[config.mk]
export PLATFORM = sky130hd
export DESIGN_NAME = alu_decode_stage
export DESIGN_NICKNAME = d
export VERILOG_FILES = /design/src/rtl/alu_decode_stage.sv
export SDC_FILE = /design/constraint.sdc
export NUM_CORES = 1
export LEC_CHECK = 0
export CORE_MARGIN = 2
export CORE_UTILIZATION = 38
export CTS_CLUSTER_DIAMETER = 120
export CTS_CLUSTER_SIZE = 16
export DETAILED_ROUTE_END_ITERATION = 8
export PLACE_DENSITY = 0.82
export SYNTH_ARGS = -nofsm -noshare
export SYNTH_HDL_FRONTEND = slang
export SYNTH_SLANG_ARGS = --single-unit
[constraint.sdc]
create_clock -name clk -period 2.4 [get_ports clk]
set_input_delay 0.48 -clock clk [delete_from_list [all_inputs] [get_ports clk]]
set_output_delay 0.48 -clock clk [all_outputs]
set_load 0.01 [all_outputs]
[src/rtl/alu_decode_stage.sv]
// alu_decode_stage: registered RV32I decode producing alu_control and operands A/B behind a valid/ready handshake.
// Ports: clk, reset_n (sync, active-low); in_valid/in_ready, instr, pc, rs1_data, rs2_data (upstream);
// flush; out_valid/out_ready, alu_control, alu_a, alu_b, rd_addr, reg_write, is_branch, br_funct3, illegal (to ALU).
// Optional feature macro ILLEGAL_TRAP_EN: drives illegal and keeps a saturating illegal_count.
module alu_decode_stage #(
  parameter int XLEN    = 32,
  parameter int SHAMT_W = 5
) (
  input  logic            clk,
  input  logic            reset_n,
  input  logic            in_valid,
  output logic            in_ready,
  input  logic [31:0]     instr,
  input  logic [XLEN-1:0] pc,
  input  logic [XLEN-1:0] rs1_data,
  input  logic [XLEN-1:0] rs2_data,
  input  logic            flush,
  output logic            out_valid,
  input  logic            out_ready,
  output logic [3:0]      alu_control,
  output logic [XLEN-1:0] alu_a,
  output logic [XLEN-1:0] alu_b,
  output logic [4:0]      rd_addr,
  output logic            reg_write,
  output logic            is_branch,
  output logic [2:0]      br_funct3,
  output logic            illegal
);
  localparam logic [6:0] OP_REG = 7'b0110011;
  localparam logic [6:0] OP_IMM = 7'b0010011;
  localparam logic [6:0] OP_LUI = 7'b0110111;
  localparam logic [6:0] OP_AUI = 7'b0010111;
  localparam logic [6:0] OP_LD  = 7'b0000011;
  localparam logic [6:0] OP_ST  = 7'b0100011;
  localparam logic [6:0] OP_BR  = 7'b1100011;
  localparam logic [6:0] OP_JAL = 7'b1101111;
  localparam logic [6:0] OP_JLR = 7'b1100111;
  localparam logic [6:0] F7_ALT = 7'b0100000;
  function automatic logic [3:0] f3_ctl(input logic [2:0] f3, input logic alt);
    case (f3)
      3'b000:  f3_ctl = alt ? 4'b0001 : 4'b0000;
      3'b001:  f3_ctl = 4'b0101;
      3'b010:  f3_ctl = 4'b1000;
      3'b011:  f3_ctl = 4'b1001;
      3'b100:  f3_ctl = 4'b0010;
      3'b101:  f3_ctl = alt ? 4'b0111 : 4'b0110;
      3'b110:  f3_ctl = 4'b0011;
      default: f3_ctl = 4'b0100;
    endcase
  endfunction
  logic [6:0]      opc, f7;
  logic [2:0]      f3;
  logic [4:0]      rd;
  logic [XLEN-1:0] imm_i, imm_s, imm_u;
  logic [3:0]      d_ctl;
  logic [XLEN-1:0] d_a, d_b;
  logic            d_wr, d_br, d_ill, accept;
  assign opc   = instr[6:0];
  assign rd    = instr[11:7];
  assign f3    = instr[14:12];
  assign f7    = instr[31:25];
  assign imm_i = {{(XLEN-12){instr[31]}}, instr[31:20]};
  assign imm_s = {{(XLEN-12){instr[31]}}, instr[31:25], instr[11:7]};
  assign imm_u = {instr[31:12], 12'b0};
  // reset_n gating keeps every output low while reset is asserted
  assign in_ready = reset_n & (!out_valid | out_ready);
  assign accept   = in_valid & in_ready;
  always_comb begin
    d_ctl = 4'b0000;
    d_a   = '0;
    d_b   = '0;
    d_wr  = 1'b0;
    d_br  = 1'b0;
    d_ill = 1'b0;
    case (opc)
      OP_REG: begin
        d_ill = !(f7 == 7'b0 || (f7 == F7_ALT && (f3 == 3'b000 || f3 == 3'b101)));
        d_ctl = f3_ctl(f3, f7[5]);
        d_a   = rs1_data;
        // the ALU shifts by all of B, so shift amounts are masked here
        d_b   = (f3 == 3'b001 || f3 == 3'b101) ? {{(XLEN-SHAMT_W){1'b0}}, rs2_data[SHAMT_W-1:0]} : rs2_data;
        d_wr  = 1'b1;
      end
      OP_IMM: begin
        d_ill = f3 == 3'b001 ? f7 != 7'b0 : f3 == 3'b101 ? !(f7 == 7'b0 || f7 == F7_ALT) : 1'b0;
        d_ctl = f3_ctl(f3, f3 == 3'b101 && f7[5]);
        d_a   = rs1_data;
        d_b   = (f3 == 3'b001 || f3 == 3'b101) ? {{(XLEN-SHAMT_W){1'b0}}, instr[20+:SHAMT_W]} : imm_i;
        d_wr  = 1'b1;
      end
      OP_LUI: begin
        d_b  = imm_u;
        d_wr = 1'b1;
      end
      OP_AUI: begin
        d_a  = pc;
        d_b  = imm_u;
        d_wr = 1'b1;
      end
      OP_LD: begin
        d_a  = rs1_data;
        d_b  = imm_i;
        d_wr = 1'b1;
      end
      OP_ST: begin
        d_a = rs1_data;
        d_b = imm_s;
      end
      OP_BR: begin
        d_ctl = 4'b0001;
        d_a   = rs1_data;
        d_b   = rs2_data;
        d_br  = 1'b1;
      end
      OP_JAL, OP_JLR: begin
        d_a  = pc;
        d_b  = XLEN'(4);
        d_wr = 1'b1;
      end
      default: d_ill = 1'b1;
    endcase
    if (d_ill) begin
      d_ctl = 4'b0000;
      d_a   = '0;
      d_b   = '0;
      d_wr  = 1'b0;
      d_br  = 1'b0;
    end
    d_wr = d_wr & (rd != 5'd0);
  end
`ifdef ILLEGAL_TRAP_EN
  logic [31:0] illegal_count;
  always_ff @(posedge clk)
    if (!reset_n) illegal_count <= '0;
    else if (accept && !flush && d_ill && illegal_count != '1) illegal_count <= illegal_count + 32'd1;
`endif
  always_ff @(posedge clk) begin
    if (!reset_n) begin
      out_valid   <= 1'b0;
      alu_control <= '0;
      alu_a       <= '0;
      alu_b       <= '0;
      rd_addr     <= '0;
      reg_write   <= 1'b0;
      is_branch   <= 1'b0;
      br_funct3   <= '0;
      illegal     <= 1'b0;
    end else if (flush) begin
      out_valid <= 1'b0;
    end else if (accept) begin
      out_valid   <= 1'b1;
      alu_control <= d_ctl;
      alu_a       <= d_a;
      alu_b       <= d_b;
      rd_addr     <= rd;
      reg_write   <= d_wr;
      is_branch   <= d_br;
      br_funct3   <= d_br ? f3 : 3'b000;
`ifdef ILLEGAL_TRAP_EN
      illegal     <= d_ill;
`else
      illegal     <= 1'b0;
`endif
    end else if (out_ready) begin
      out_valid <= 1'b0;
    end
  end
endmodule

### Yosys cells after proc, flatten, opt, wreduce, memory -nomap -nowiden

Index checks and enable logic that the tools add are counted.
W data, S select, Z words.

* memories: 0
* bits in read-only memories: 0
* flip-flop bits (word level): 79
* output and inout bits: 81
* input bits: 133
* latch bits: 0
* bits in writable memories: 0
* word-level logic and storage cells: 76

* add/subtract/negate cells: 0
* reduce and logical (&&, ||, !) cells: 22
* magnitude comparators: 0
* equality and inequality tests: 16
* multiplexer cells: 24
* multiply operators: 0
* div/mod/pow operators: 0
* bitwise gates (word level): 6
* shift-type cells: 0

Operators by type and width (number)
* $pmux W32 S7: 1
* $mux W32: 4
* $pmux W32 S2: 1
* $pmux W4 S7: 2
* $eq A7 B6 Y1 const B: 4
* $eq A7 B7 Y1 const B: 3
* $eq A7 B5 Y1 const B: 2
* $reduce_or A7 Y1: 2
* $mux W1: 12
* $pmux W4 S3: 1
* $eq A3 B3 Y1 const B: 3
* $eq A7 B2 Y1 const B: 1
* $logic_not A7 Y1: 1
* $reduce_bool A7 Y1: 1
* $eq A3 B2 Y1 const B: 2
* $reduce_or A2 Y1: 3
* $reduce_bool A5 Y1: 1
* $reduce_or A5 Y1: 1
* $logic_or A1 B1 Y1: 4
* $mux W4: 1
* $and A1 B1 Y1: 3
* $eq A3 B1 Y1 const B: 1
* $logic_not A1 Y1: 3
* $logic_not A3 Y1: 1
* 8 further kinds: 10

### Depth between registers and ports, before layout

Gate-level depths: netlist of the first run.

* depth in word-level cells: 8
* gate-level depth with buffers: 8
* mapped depth without buffers: 5

### Worst setup path after synthesis of the first run

Ideal clock, no wire load.

* path type: in2reg
* start point: in instr[2]
* end point: reg alu_b[21]
* arrival time: 1.959 ns
* buffers on the path: 2
* required time: 2.250 ns
* setup slack: 0.291 ns
* library setup time: 0.150 ns
* stages on the path: 7
* path through: nand4bb_4 -> or2_1 -> or4_1 -> nand4_2 -> buf_4 -> buf_6 -> a221oi_2

* cells in the longest elaborated chain, start to end: 4
* elaborated cells between the ends (all ways): 15
* classes of those cells: eq/ne (9); mux (3); reduce/logical (3)

RTL lines
* start, declared: line 13 `input logic [31:0] instr,`
* $eq A7 B7 Y1 (tied with other cells): line 75 `case (opc)`
* $reduce_or A7 Y1 (no source line) / $reduce_or A2 Y1 (equally long branches)
* $pmux W1 S3 / $pmux W32 S7 (equally long branches): line 75
* $mux W32 (*): line 122 `if (d_ill) begin`
* end signal, assigned: line 142 `alu_b <= '0;`
* end signal, assigned: line 154 `alu_b <= d_b;`
* end, declared: line 22 `output logic [XLEN-1:0] alu_b,`

Mark *: on every way between the ends. The rest lies on a longest branch, timed or not.
A chain may end at the register's enable or synchronous reset.

### Worst setup path in the final report of the first run

* start point: in instr[25]
* end point: reg alu_b[20]

* cells in the longest elaborated chain, start to end: 7
* elaborated cells between the ends (all ways): 12
* classes of those cells: eq/ne (1); mux (4); reduce/logical (7)

RTL lines
* $eq A7 B6 Y1 / $logic_not A7 Y1 (equally long branches): line 77, 85
* $logic_or A1 B1 Y1: line 85 `d_ill = f3 == 3'b001 ? f7 != 7'b0 : f3 == 3'b101 ? !(f7 == 7'b0 || f7 == F7_ALT) : 1'b0;`
* $logic_not A1 Y1: line 85
* $mux W1 (2 in a row): line 85
* $pmux W1 S3 (*): line 75
* $mux W32 (*): line 122

Marks and branches as above.

==> key figures, run 1 <==
STA
  – Final setup fails: 0
  – Max Freq: 446 MHz
  – Slew HR: 27.6%
  – Final hold violations: 0
  – Final WS setup: 0.158 ns
  – Hold_ws: 0.449 ns
  – Total Negative Setup Slacks: 0 ns
  – Final Skew: 0.00948 ns
  – Worst-Margin Slew: 1.08 ns
  – Fin crit period: 2.24 ns
  – Max-slew violation count: 0
  – Fin crit share: 93.4%
  – Unrepaired setup endpoints after global routing: no

Global route
  – Gr usage total: 23.7%
  – Largest net degree at the start of global routing: 51
  – GRT Residual Overflow: 0
  – First-pass GRT wire length: 19000 um
  – Initial antenna violation count: 0
  – Number of global-route vias before repair: 3984

Routing
  – DRC: 0
  – Final wirelength: 12600 um
  – Final ANT Viol Nets: 0
  – DRT iter0 DRCs: 205
  – DRT Pass-1 Iters: 7
  – Drt wl/cell: 17.0 um
  – Via count: 4156
  – Vias/cell: 5.60

Setup path
  – Critical Path Start: instr[25]
  – Reg2reg start: out_valid
  – CP startpoint kind: input port
  – Critical Path RT: 2.66 ns
  – CP endpoint kind: flip-flop
  – CP Capture Point: alu_b[20]
  – Crit Reg-Reg Endpoint: alu_b[8]
  – Worst r2r path cells: 5
  – CP max FO: 19
  – Flop-to-flop setup slack: 0.57 ns
  – Kind of critical path: in -> reg
  – Crit path arrival time: 2.50 ns

Clock tree
  – Post-CTS Resized: 0
  – Worst-Skew Late Latency: 0.35 ns
  – Total CTS buffers: 9
  – TritonCTS Sinks: 79
  – CTS tree: built
  – Post-CTS Hold Fix Bufs: 0
  – Clock-pin slew on the worst setup and hold paths: 0.09 ns
  – Clk buf depth: 2
  – Root Driver: clkbuf_8
  – Post-CTS Setup Bufs: 0
  – H-Tree Depth: 3

Floorplanning
  – DIE WIDTH: 101 um
  – Io pins: 214
  – Die height: 101 um
  – Core Area: 9150 um2
  – Initial Util: 38.8%
  – Die area: 10100 um2
  – Cell Rows: 35

Synthesis
  – Ys flop type: dfxtp_1
  – Most common cell in the netlist: nand2_1
  – Mean Syn Cell Area: 8.63 um2
  – Post-synth top area cell: dfxtp_1
  – Post-synth top area share: 44.5%
  – Synth unique cells: 39
  – Most frequent cells after synthesis: nand2_1 (87), dfxtp_1 (79), a22oi_1 (45), o21ai_1 (40), clkbuf_1 (24)
  – Synth Net Count: 545
  – Yosys reg bits: 79
  – Synth async-reset ratio: 0%
  – Sequential area share after synthesis: 44.5%
  – Cells after synthesis: 412
  – EDFF count, synth: 0
  – Synth area leaders: dfxtp_1 (44%), a22oi_1 (9.5%), nand2_1 (9.2%), o21ai_1 (5.6%), a222oi_1 (5.4%)
  – Ys Warns: 0
  – Cell Area, Synth: 3550 um2

Layout
  – Fill cells: 767
  – Fraction of layout cells with a size suffix above 1: 10.1%
  – Cell area after layout: 6200 um2
  – Antenna cell count: 0
  – Register area: 1580 um2
  – Area delta synth->final: 74.4%
  – Multi-input gate area in the final layout: 1810 um2
  – Final #Nets: 759

Placement
  – Detail Placement HPWL: 9790 um
  – DP Worst Slack: -0.242 ns
  – PortBufs: 212
  – Area after DPL: 5990 um2
  – Placer Congestion: 0.936

Power
  – Total internal power: 0.00215 W
  – Clock network power share: 38.5%
  – Maximum VDD drop: 0.345 mV
  – Combinational group share of total power: 14.3%
  – Tot Pwr: 0.00278 W
  – Sw Share: 22.9%
  – Pwr dens: 449 nW/um2
  – Sw Pwr: 0.000637 W
  – Leak pwr: 2.02 nW
  – Power share of the sequential group: 47.3%

Hold path
  – Min-delay worst type: reg -> reg

Status
  – Outcome: finished clean

Flow run
  – Maxcap violations: 0
[final cells by class]
cell class,instances,area share [%]
clock buffers,10,2.06
multi-input cells,289,29.2
inverters,4,0.242
repair buffers,243,39.4
well taps,111,2.24
clock inverters,6,1.37
flip-flops and latches,79,25.5
[kinds of logic after synthesis]
group / count (synthesis) / share of synthesized area (%)
DFF: 79 / 44.5
buffers and inverters: 44 / 5.49
AOI/OAI and AO/OA: 161 / 33.6
and+or+nand+nor: 126 / 16.1
xor gates and xnor gates: 1 / 0.246
other: 1 / 0.105
[worst max-delay path, cell delays in order]
cell and delay, ns:
clkdlybuf4s50_1 0.46, nor4_1 0.40, buf_4 0.18, o211ai_1 0.09
o211ai_1 0.16, nand4_4 0.22, buf_12 0.22, a221oi_1 0.29
[metal layers]
layer,share of wire [%],track usage (%)
met1,38,25.9
met2,50,42.5
met3,9.2,5.89
met4,3.2,11.8
met5,0,0
[flip-flops by register name, indices dropped and copies added, names as in the netlist]
name	flops
reg_write	1
br_funct3	3
alu_a	32
alu_control	4
out_valid	1
rd_addr	5
alu_b	32
is_branch	1
[power by group through the flow]
stage	Clock (W)	Combinational, W	Sequential, W
after CTS	0.00110	0.000397	0.00132
after detailed placement	0	0.000396	0.00135
after floorplan	0	0.000102	0.00135
final	0.00107	0.000397	0.00132
after global routing	0.00115	0.000421	0.00132
after global placement	0	0.000388	0.00135
[stage by stage]
stage | instances | utilization [%]
floorplan | 412 | -
global placement | 726 | 65.4
detailed placement | 726 | 65.4
CTS | 742 | 67.7
global route | 742 | 67.7
finish | 742 | 67.7
[layout by cell type (no fill, tap or decap), types with 6 or more instances in the layout]
master / n
clkdlybuf4s50_1: 212
nand2_1: 87
dfxtp_1: 79
a22oi_1: 45
o21ai_1: 40
buf_4: 24
a222oi_1: 19
o21ai_0: 13
a221oi_1: 11
a221oi_2: 10
a21oi_1: 9
clkbuf_8: 9
nor2_1: 8
buf_12: 7
nand2b_1: 6
[worst min-delay path by stage]
stage,cells after the start,startpoint,endpoint,slack [ns]
floorplan,2,alu_control[3],alu_control[3],0.47
global placement,2,alu_a[1],alu_a[1],0.43
detailed placement,2,alu_a[17],alu_a[17],0.44
CTS,2,alu_control[1],alu_control[1],0.45
global route,2,alu_b[3],alu_b[3],0.47
finish,2,alu_control[1],alu_control[1],0.45
(Power assumes the default switching activity.)
==> run 2: changes to the inputs <==
==> constraint.sdc (replaced) <==
create_clock -name clk -period 2.4 [get_ports clk]
set_input_delay 0.48 -clock clk [delete_from_list [all_inputs] [get_ports clk]]
set_output_delay 0.48 -clock clk [all_outputs]
set_load 0.02 [all_outputs]
==> results of run 2 <==
Same layout as run 1 (identical final DEF). Status: finished clean.
Main changes from that run: clock-pin slew on the worst setup and hold paths 0.09 ns -> 0.07 ns; setup slack after layout 0.158 ns -> 0.121 ns; start point of the critical path instr[25] -> out_ready; end point of the critical path alu_b[20] -> in_ready; total power 0.00278 W -> 0.00279 W
